`config.mk`:
```
export PLATFORM = sky130hd
export DESIGN_NAME = pic_ack_sequencer
export DESIGN_NICKNAME = d
export VERILOG_FILES = /design/src/rtl/pic_ack_sequencer.sv
export SDC_FILE = /design/constraint.sdc
export NUM_CORES = 1
export LEC_CHECK = 0
export CAP_MARGIN = 10
export CORE_UTILIZATION = 51
export CTS_CLUSTER_DIAMETER = 120
export DETAILED_ROUTE_END_ITERATION = 6
export MAX_ROUTING_LAYER = met4
export PLACE_DENSITY = 0.79
export SETUP_SLACK_MARGIN = 0.5
export SLEW_MARGIN = 20
export SYNTH_ARGS = -nofsm -noshare
export SYNTH_HDL_FRONTEND = slang
export SYNTH_SLANG_ARGS = --single-unit
```
`constraint.sdc`:
```
create_clock -name clk -period 2.5 [get_ports clk]
set_input_delay 0.5 -clock clk [delete_from_list [all_inputs] [get_ports clk]]
set_output_delay 0.5 -clock clk [all_outputs]
set_load 0.005 [all_outputs]
```
`src/rtl/pic_ack_sequencer.sv`:
```
// Turns a pic interrupt into a CPU vector handshake: irq, two intackN pulses, ISR read, EOI wait, settle gap.
// irq_out one edge after int_in; vec_valid holds vector/spurious until vec_ready; SERVICE stalls until cpu_eoi.
`ifndef SEL_OCR
`define SEL_OCR 2'b00
`endif
`ifndef SEL_ISR
`define SEL_ISR 2'b01
`endif
`ifndef RW_READ
`define RW_READ 1'b1
`endif

module pic_ack_sequencer #(
    parameter int ACK_WIDTH = 1,
    parameter int ACK_GAP = 1,
    parameter int READ_LAT = 1,
    parameter int SETTLE = 2,
    parameter logic [7:0] VEC_BASE = 8'h20
) (
    input  logic       clk,
    input  logic       reset,
    input  logic       int_in,
    output logic       intackN,
    output logic [1:0] pic_select,
    output logic       pic_readwrite,
    input  logic [7:0] pic_rdata,
    output logic       irq_out,
    input  logic       cpu_ack,
    output logic       vec_valid,
    output logic [7:0] vector,
    output logic       spurious,
    input  logic       vec_ready,
    input  logic       cpu_eoi,
    output logic [7:0] serviced_cnt
);

    localparam logic [3:0] S_IDLE    = 4'd0;
    localparam logic [3:0] S_RAISE   = 4'd1;
    localparam logic [3:0] S_ACK1_LO = 4'd2;
    localparam logic [3:0] S_ACK1_HI = 4'd3;
    localparam logic [3:0] S_RD_ISR  = 4'd4;
    localparam logic [3:0] S_DELIVER = 4'd5;
    localparam logic [3:0] S_SERVICE = 4'd6;
    localparam logic [3:0] S_ACK2_LO = 4'd7;
    localparam logic [3:0] S_ACK2_HI = 4'd8;
    localparam logic [3:0] S_SETTLE  = 4'd9;

    localparam logic [7:0] LAST_W = 8'(ACK_WIDTH - 1);
    localparam logic [7:0] LAST_G = 8'(ACK_GAP - 1);
    localparam logic [7:0] LAST_R = 8'(READ_LAT - 1);
    localparam logic [7:0] LAST_S = 8'(SETTLE - 1);

    logic [3:0] state;
    logic [7:0] cnt;

    // Lowest set bit wins; an empty ISR maps to the lowest-priority slot.
    function automatic logic [7:0] isr_vector(input logic [7:0] isr);
        logic [7:0] v;
        v = VEC_BASE + 8'd7;
        for (int i = 7; i >= 0; i--) begin
            if (isr[i]) v = VEC_BASE + 8'(i);
        end
        return v;
    endfunction

    always_ff @(posedge clk) begin
        if (reset) begin
            state         <= S_IDLE;
            cnt           <= 8'd0;
            intackN       <= 1'b1;
            pic_select    <= `SEL_OCR;
            pic_readwrite <= `RW_READ;
            irq_out       <= 1'b0;
            vec_valid     <= 1'b0;
            vector        <= 8'h00;
            spurious      <= 1'b0;
            serviced_cnt  <= 8'h00;
        end else begin
            case (state)
                S_IDLE: if (int_in) begin
                    state   <= S_RAISE;
                    irq_out <= 1'b1;
                end
                S_RAISE: if (!int_in) begin
                    state   <= S_IDLE;
                    irq_out <= 1'b0;
                end else if (cpu_ack) begin
                    state   <= S_ACK1_LO;
                    irq_out <= 1'b0;
                    intackN <= 1'b0;
                    cnt     <= 8'd0;
                end
                S_ACK1_LO: if (cnt == LAST_W) begin
                    state   <= S_ACK1_HI;
                    intackN <= 1'b1;
                    cnt     <= 8'd0;
                end else cnt <= cnt + 8'd1;
                S_ACK1_HI: if (cnt == LAST_G) begin
                    state         <= S_RD_ISR;
                    pic_select    <= `SEL_ISR;
                    pic_readwrite <= `RW_READ;
                    cnt           <= 8'd0;
                end else cnt <= cnt + 8'd1;
                S_RD_ISR: if (cnt == LAST_R) begin
                    state      <= S_DELIVER;
                    pic_select <= `SEL_OCR;
                    vector     <= isr_vector(pic_rdata);
                    spurious   <= (pic_rdata == 8'h00);
                    vec_valid  <= 1'b1;
                    cnt        <= 8'd0;
                end else cnt <= cnt + 8'd1;
                S_DELIVER: if (vec_ready) begin
                    state     <= spurious ? S_SETTLE : S_SERVICE;
                    vec_valid <= 1'b0;
                    cnt       <= 8'd0;
                end
                S_SERVICE: if (cpu_eoi) begin
                    state   <= S_ACK2_LO;
                    intackN <= 1'b0;
                    cnt     <= 8'd0;
                end
                S_ACK2_LO: if (cnt == LAST_W) begin
                    state   <= S_ACK2_HI;
                    intackN <= 1'b1;
                    cnt     <= 8'd0;
                end else cnt <= cnt + 8'd1;
                S_ACK2_HI: if (cnt == LAST_G) begin
                    state        <= S_SETTLE;
                    serviced_cnt <= serviced_cnt + 8'd1;
                    cnt          <= 8'd0;
                end else cnt <= cnt + 8'd1;
                S_SETTLE: if (cnt == LAST_S) begin
                    state <= S_IDLE;
                    cnt   <= 8'd0;
                end else cnt <= cnt + 8'd1;
                default: begin
                    state      <= S_IDLE;
                    cnt        <= 8'd0;
                    intackN    <= 1'b1;
                    pic_select <= `SEL_OCR;
                    irq_out    <= 1'b0;
                    vec_valid  <= 1'b0;
                end
            endcase
        end
    end

endmodule

```
# Yosys cells after proc, flatten, opt, wreduce, memory -nomap -nowiden
# Cells that the tools add are included.
# op_classes
add_sub_neg	2
n_reduce_logical	17
muxes	40
n_eq_ne	23
bitwise_logic	5
# op_table
operator	n
$mux 8	12
$mux 4	12
$pmux 8 s6	1
$pmux 4 s10	1
$reduce_or 8->1	3
$ne 2x2->1 const B	11
$add 8x1->8 const B	2
$eq 4x3->1 const B	4
$logic_not 8->1	2
$reduce_and 10->1	1
$reduce_and 5->1	2
$reduce_and 3->1	3
$eq 4x2->1 const B	2
$eq 4x4->1 const B	2
$eq 8x1->1 const B	1
$mux 1	8
$pmux 1 s3	2
$pmux 2 s3	1
$reduce_or 6->1	1
$not 1->1	5
$reduce_or 5->1	1
$eq 4x1->1 const B	1
$logic_not 4->1	1
$mux 2	2
5 further kinds	6
# totals
in_bits	14
reg_bits	34
elab_cells	96
out_inout_bits	23

# Logic depth before layout (Yosys ltp)
# logic_depth
ltp_word	7
mapped_depth	9
depth_no_buf	7

# Worst setup path before layout
# Ideal clock, no wire load.
# synth_timing
path_type	flip-flop to flip-flop
startpoint	register cnt[0]
endpoint	register cnt[7]
n_path_buf	1
path_slack_ps	744
arrival_ps	1682
path_stages_with_launch	9
t_required_ps	2426
cell_sequence	dfxtp_1 -> inv_1 -> ha_1 -> nor3b_1 -> o21ai_0 -> o221ai_2 -> buf_6 -> or3b_1 -> a31oi_1
# synth_via
elab_chain_cells	3
word_cells_on_any_way	6
# synth_rtl
element	line_no	text
start: declaration	54	logic [7:0] cnt;
start signal: assignment	97	end else cnt <= cnt + 8'd1;
start signal: assignment	103	end else cnt <= cnt + 8'd1;
start signal: assignment	111	end else cnt <= cnt + 8'd1;
$add 8x1->8 (tied with other cells)	n/a	
$mux 8, on equally long branches	n/a	
$pmux 8 s6 *	79	case (state)
# Mark *: on every way between the ends. The rest lies on a longest branch, timed or not.
# A chain may end at the register's enable or synchronous reset.

# Worst setup path after layout
# layout_timing
startpoint	register state[3]
endpoint	register cnt[5]
# layout_via
elab_chain_cells	3
word_cells_on_any_way	18
# layout_rtl
element	line_no	text
start: declaration	53	logic [3:0] state;
start signal: assignment	113	state <= spurious ? S_SETTLE : S_SERVICE;
$eq 4x4->1 (tied with other cells)	79	
$reduce_or 5->1 (no source line) (tied with other cells)	n/a	
$pmux 8 s6 or $reduce_and 5->1 (tied branches)	n/a	
# Several ways; a longest one is shown, not always the timed one.

==> run metrics <==
outcome completed; ys async rst share 0%; CTS root buf clkbuf_4; RSZ-0062 raised after global routing true; total CTS buffers 5; WL/cell around 13 um; Leakage about 0.80 nW; setup violators final 0; Worst-Margin Slew approximately 530 ps; DR vias about 1800; Starting Density between 50% and 60%; crit share post-route 77.5%; chip width around 62 um; Avg Cell Area, Syn roughly 8.0 um2; max-cap viol count 0; antenna viol nets, final 0; Synth top area share a little under a third; CP arrival between 2000 and 2500 ps; full die area approximately 0.0038 mm2; Iteration-0 DRC Markers 111; drt drc 0; Final #Nets 281; Clock transition at path regs approximately 100 ps; post-synthesis cell count between 200 and 250; Synth Cell Area 0.00182 mm2; first-pass GRT wire length 6.27 mm; r2r setup slk roughly 560 ps; CP Class flip-flop to flip-flop; worst r2r src state[3]$_SDFFE_PP0P_; gp weighted congestion 0.890; Most used DFF post-synth dfxtp_1; CTS Sinks 29; initial antenna violation count 0; die height slightly above 60 um; IO Port Bufs 30; Synth area leaders dfxtp_1 32%, nor2_1 5.0%, nand2_1 4.8%, a21oi_1 3.6%, nand3_1 3.0%; Rel. slew slack ~65%; required time of the critical path ~2800 ps; final WL roughly 4.1 mm; Synth Warn # 0; Hold WC Path Type flip-flop to flip-flop; pin count of the biggest net entering global routing 18; Worst Path Max Fanout 9; Bufs on Longest Clock Path 2; peak supply drop 0.270 mV; DR pass1 iterations 4; diodes inserted 0; Hold-fix buffers, CTS 0; DP HPWL between 2 and 3 mm; Fin Clk Skew 4.49 ps; PD cells approximately 430 mW/mm2; Synth cell types 56; Sum Neg Setup Slack 0 ps; post-DR vias/cell ~5.7; startpoint types flip-flop; share of post-route cells with drive strength above 1 roughly 16%; Layout area overhead 25.1%; GRT Total Usage 23.4%; fmax roughly 520 MHz; TritonCTS clock tree yes; H-Tree Level Count 2; GRT busiest layer met2; Util after Layout approximately 68%; hold_sp vector[5]$_SDFFE_PP0P_; Synth area leader dfxtp_1; Core Area between 0.003 and 0.004 mm2; clock period minus worst slack approximately 1900 ps; Global Route met2 Usage between 30 and 40%; Fin. Hold Viols 0; number of synthesized flops with an enable pin 0; Setup crit end kind flip-flop; Max Slew Vio Count 0; Crit. Startpoint state[3]$_SDFFE_PP0P_; Top Ports 37; GRT overflow 0; Yosys reg bits 29; sequential area share after synthesis a little under a third; worst skew pair latency approximately 320 ps; Row Count 21; met3 capacity usage during global routing under 10%; number of global-route vias before repair around 1400; met1 Use GR 30.5%
[power breakdown]
group / internal (mW) / total, mW / switching (mW)
registers: 0.474 / 0.493 / 0.0185
clock network: 0.107 / 0.275 / 0.168
logic: 0.102 / 0.217 / 0.115
total: 0.683 / 0.984 / 0.301
[repair_timing]
item	CTS	global route
pin swaps	1	1
resized for setup	3	12
setup endpoints to repair	8	11
buffers inserted	2	1
[placed cells by master, fill, tap and decap left out, types with 3 or more instances in the layout]
master           instances
buf_4                   13
nor2_1                  24
nand2_1                 23
clkdlybuf4s50_1         29
nor3b_1                  3
nand3_1                 11
a31oi_1                  7
conb_1                   6
xnor2_1                  4
dfxtp_2                  4
clkbuf_4                 5
a21oi_1                 13
inv_1                   11
nor3_1                   9
ha_1                     3
dfxtp_1                 24
mux2i_1                  5
o21ai_0                  8
[synthesized netlist by cell type (5+ instances only)]
cell type  count
clkbuf_1       5
mux2i_1        5
inv_1         11
o21ai_0        9
nand3_1       11
nor2_1        24
buf_4          7
nor3_1         9
a21oi_1       13
nand2_1       23
dfxtp_1       29
buf_2          5
a31oi_1        7
[final timing paths]
check	cells past startpoint	endpoint
setup / recovery	6	cnt[5]$_SDFFE_PP0P_
hold / removal	2	vector[5]$_SDFFE_PP0P_
setup reg to reg	6	cnt[5]$_SDFFE_PP0P_
hold reg to reg	2	vector[5]$_SDFFE_PP0P_
[kinds of logic (layout without fill, tap and decap cells)]
| family | Yosys count | after routing | share of synthesized area (%) |
|---|---|---|---|
| buffers and inverters | 30 | 62 | 8.82 |
| xor gates and xnor gates | 6 | 6 | 2.89 |
| adders and majority gates | 4 | 4 | 2.75 |
| and+or+nand+nor | 99 | 99 | 30.5 |
| AOI/OAI and AO/OA | 52 | 52 | 19.3 |
| DFF | 29 | 29 | 32.0 |
| muxes | 6 | 6 | 3.37 |
| other | 2 | 6 | 0.413 |
[per-layer routing]
metal | routed length, um | part of all wire [%] | up-vias
met5 | 0 | 0 | -
li1 | - | - | 881
met1 | 1860 | 45 | 834
met3 | 186 | 4.5 | 11
met4 | 76 | 1.9 | 0
met2 | 1990 | 48 | 52
[per-stage QoR]
stage	cells	total power, mW	hold slack (ps)	area (um2)	setup WS [ps]
finish	310	0.984	458	2270	562
global route	310	1.04	471	2270	468
CTS	309	0.981	457	2220	499
detailed placement	299	0.704	440	2150	197
global placement	299	0.703	438	2150	220
floorplan	232	0.639	442	1830	744
[final cells by class]
| class | count | area (um2) |
|---|---|---|
| Tap cell | 46 | 57.6 |
| Timing Repair Buffer | 43 | 400 |
| Multi-Input combinational cell | 173 | 1130 |
| Sequential cell | 29 | 589 |
| Clock inverter | 2 | 10.0 |
| Clock buffer | 6 | 41.3 |
| Fill cell | 289 | 1090 |
| Inverter | 11 | 41.3 |
[worst max-delay path, cell delays in order, from the launching register on]
cell      delay [ps]
dfxtp_4          400
buf_4            170
xor2_1           190
a32oi_2          130
o221ai_2         330
or4b_1           460
a31oi_1          180
[sequential cells by signal (all words and copies together) (netlist names)]
signal and cells:
pic_select 1, state 4, cnt 8, spurious 1, irq_out 1, serviced_cnt 8
vec_valid 1, intackN 1, vector 4
Power figures use the tool's default switching activity.
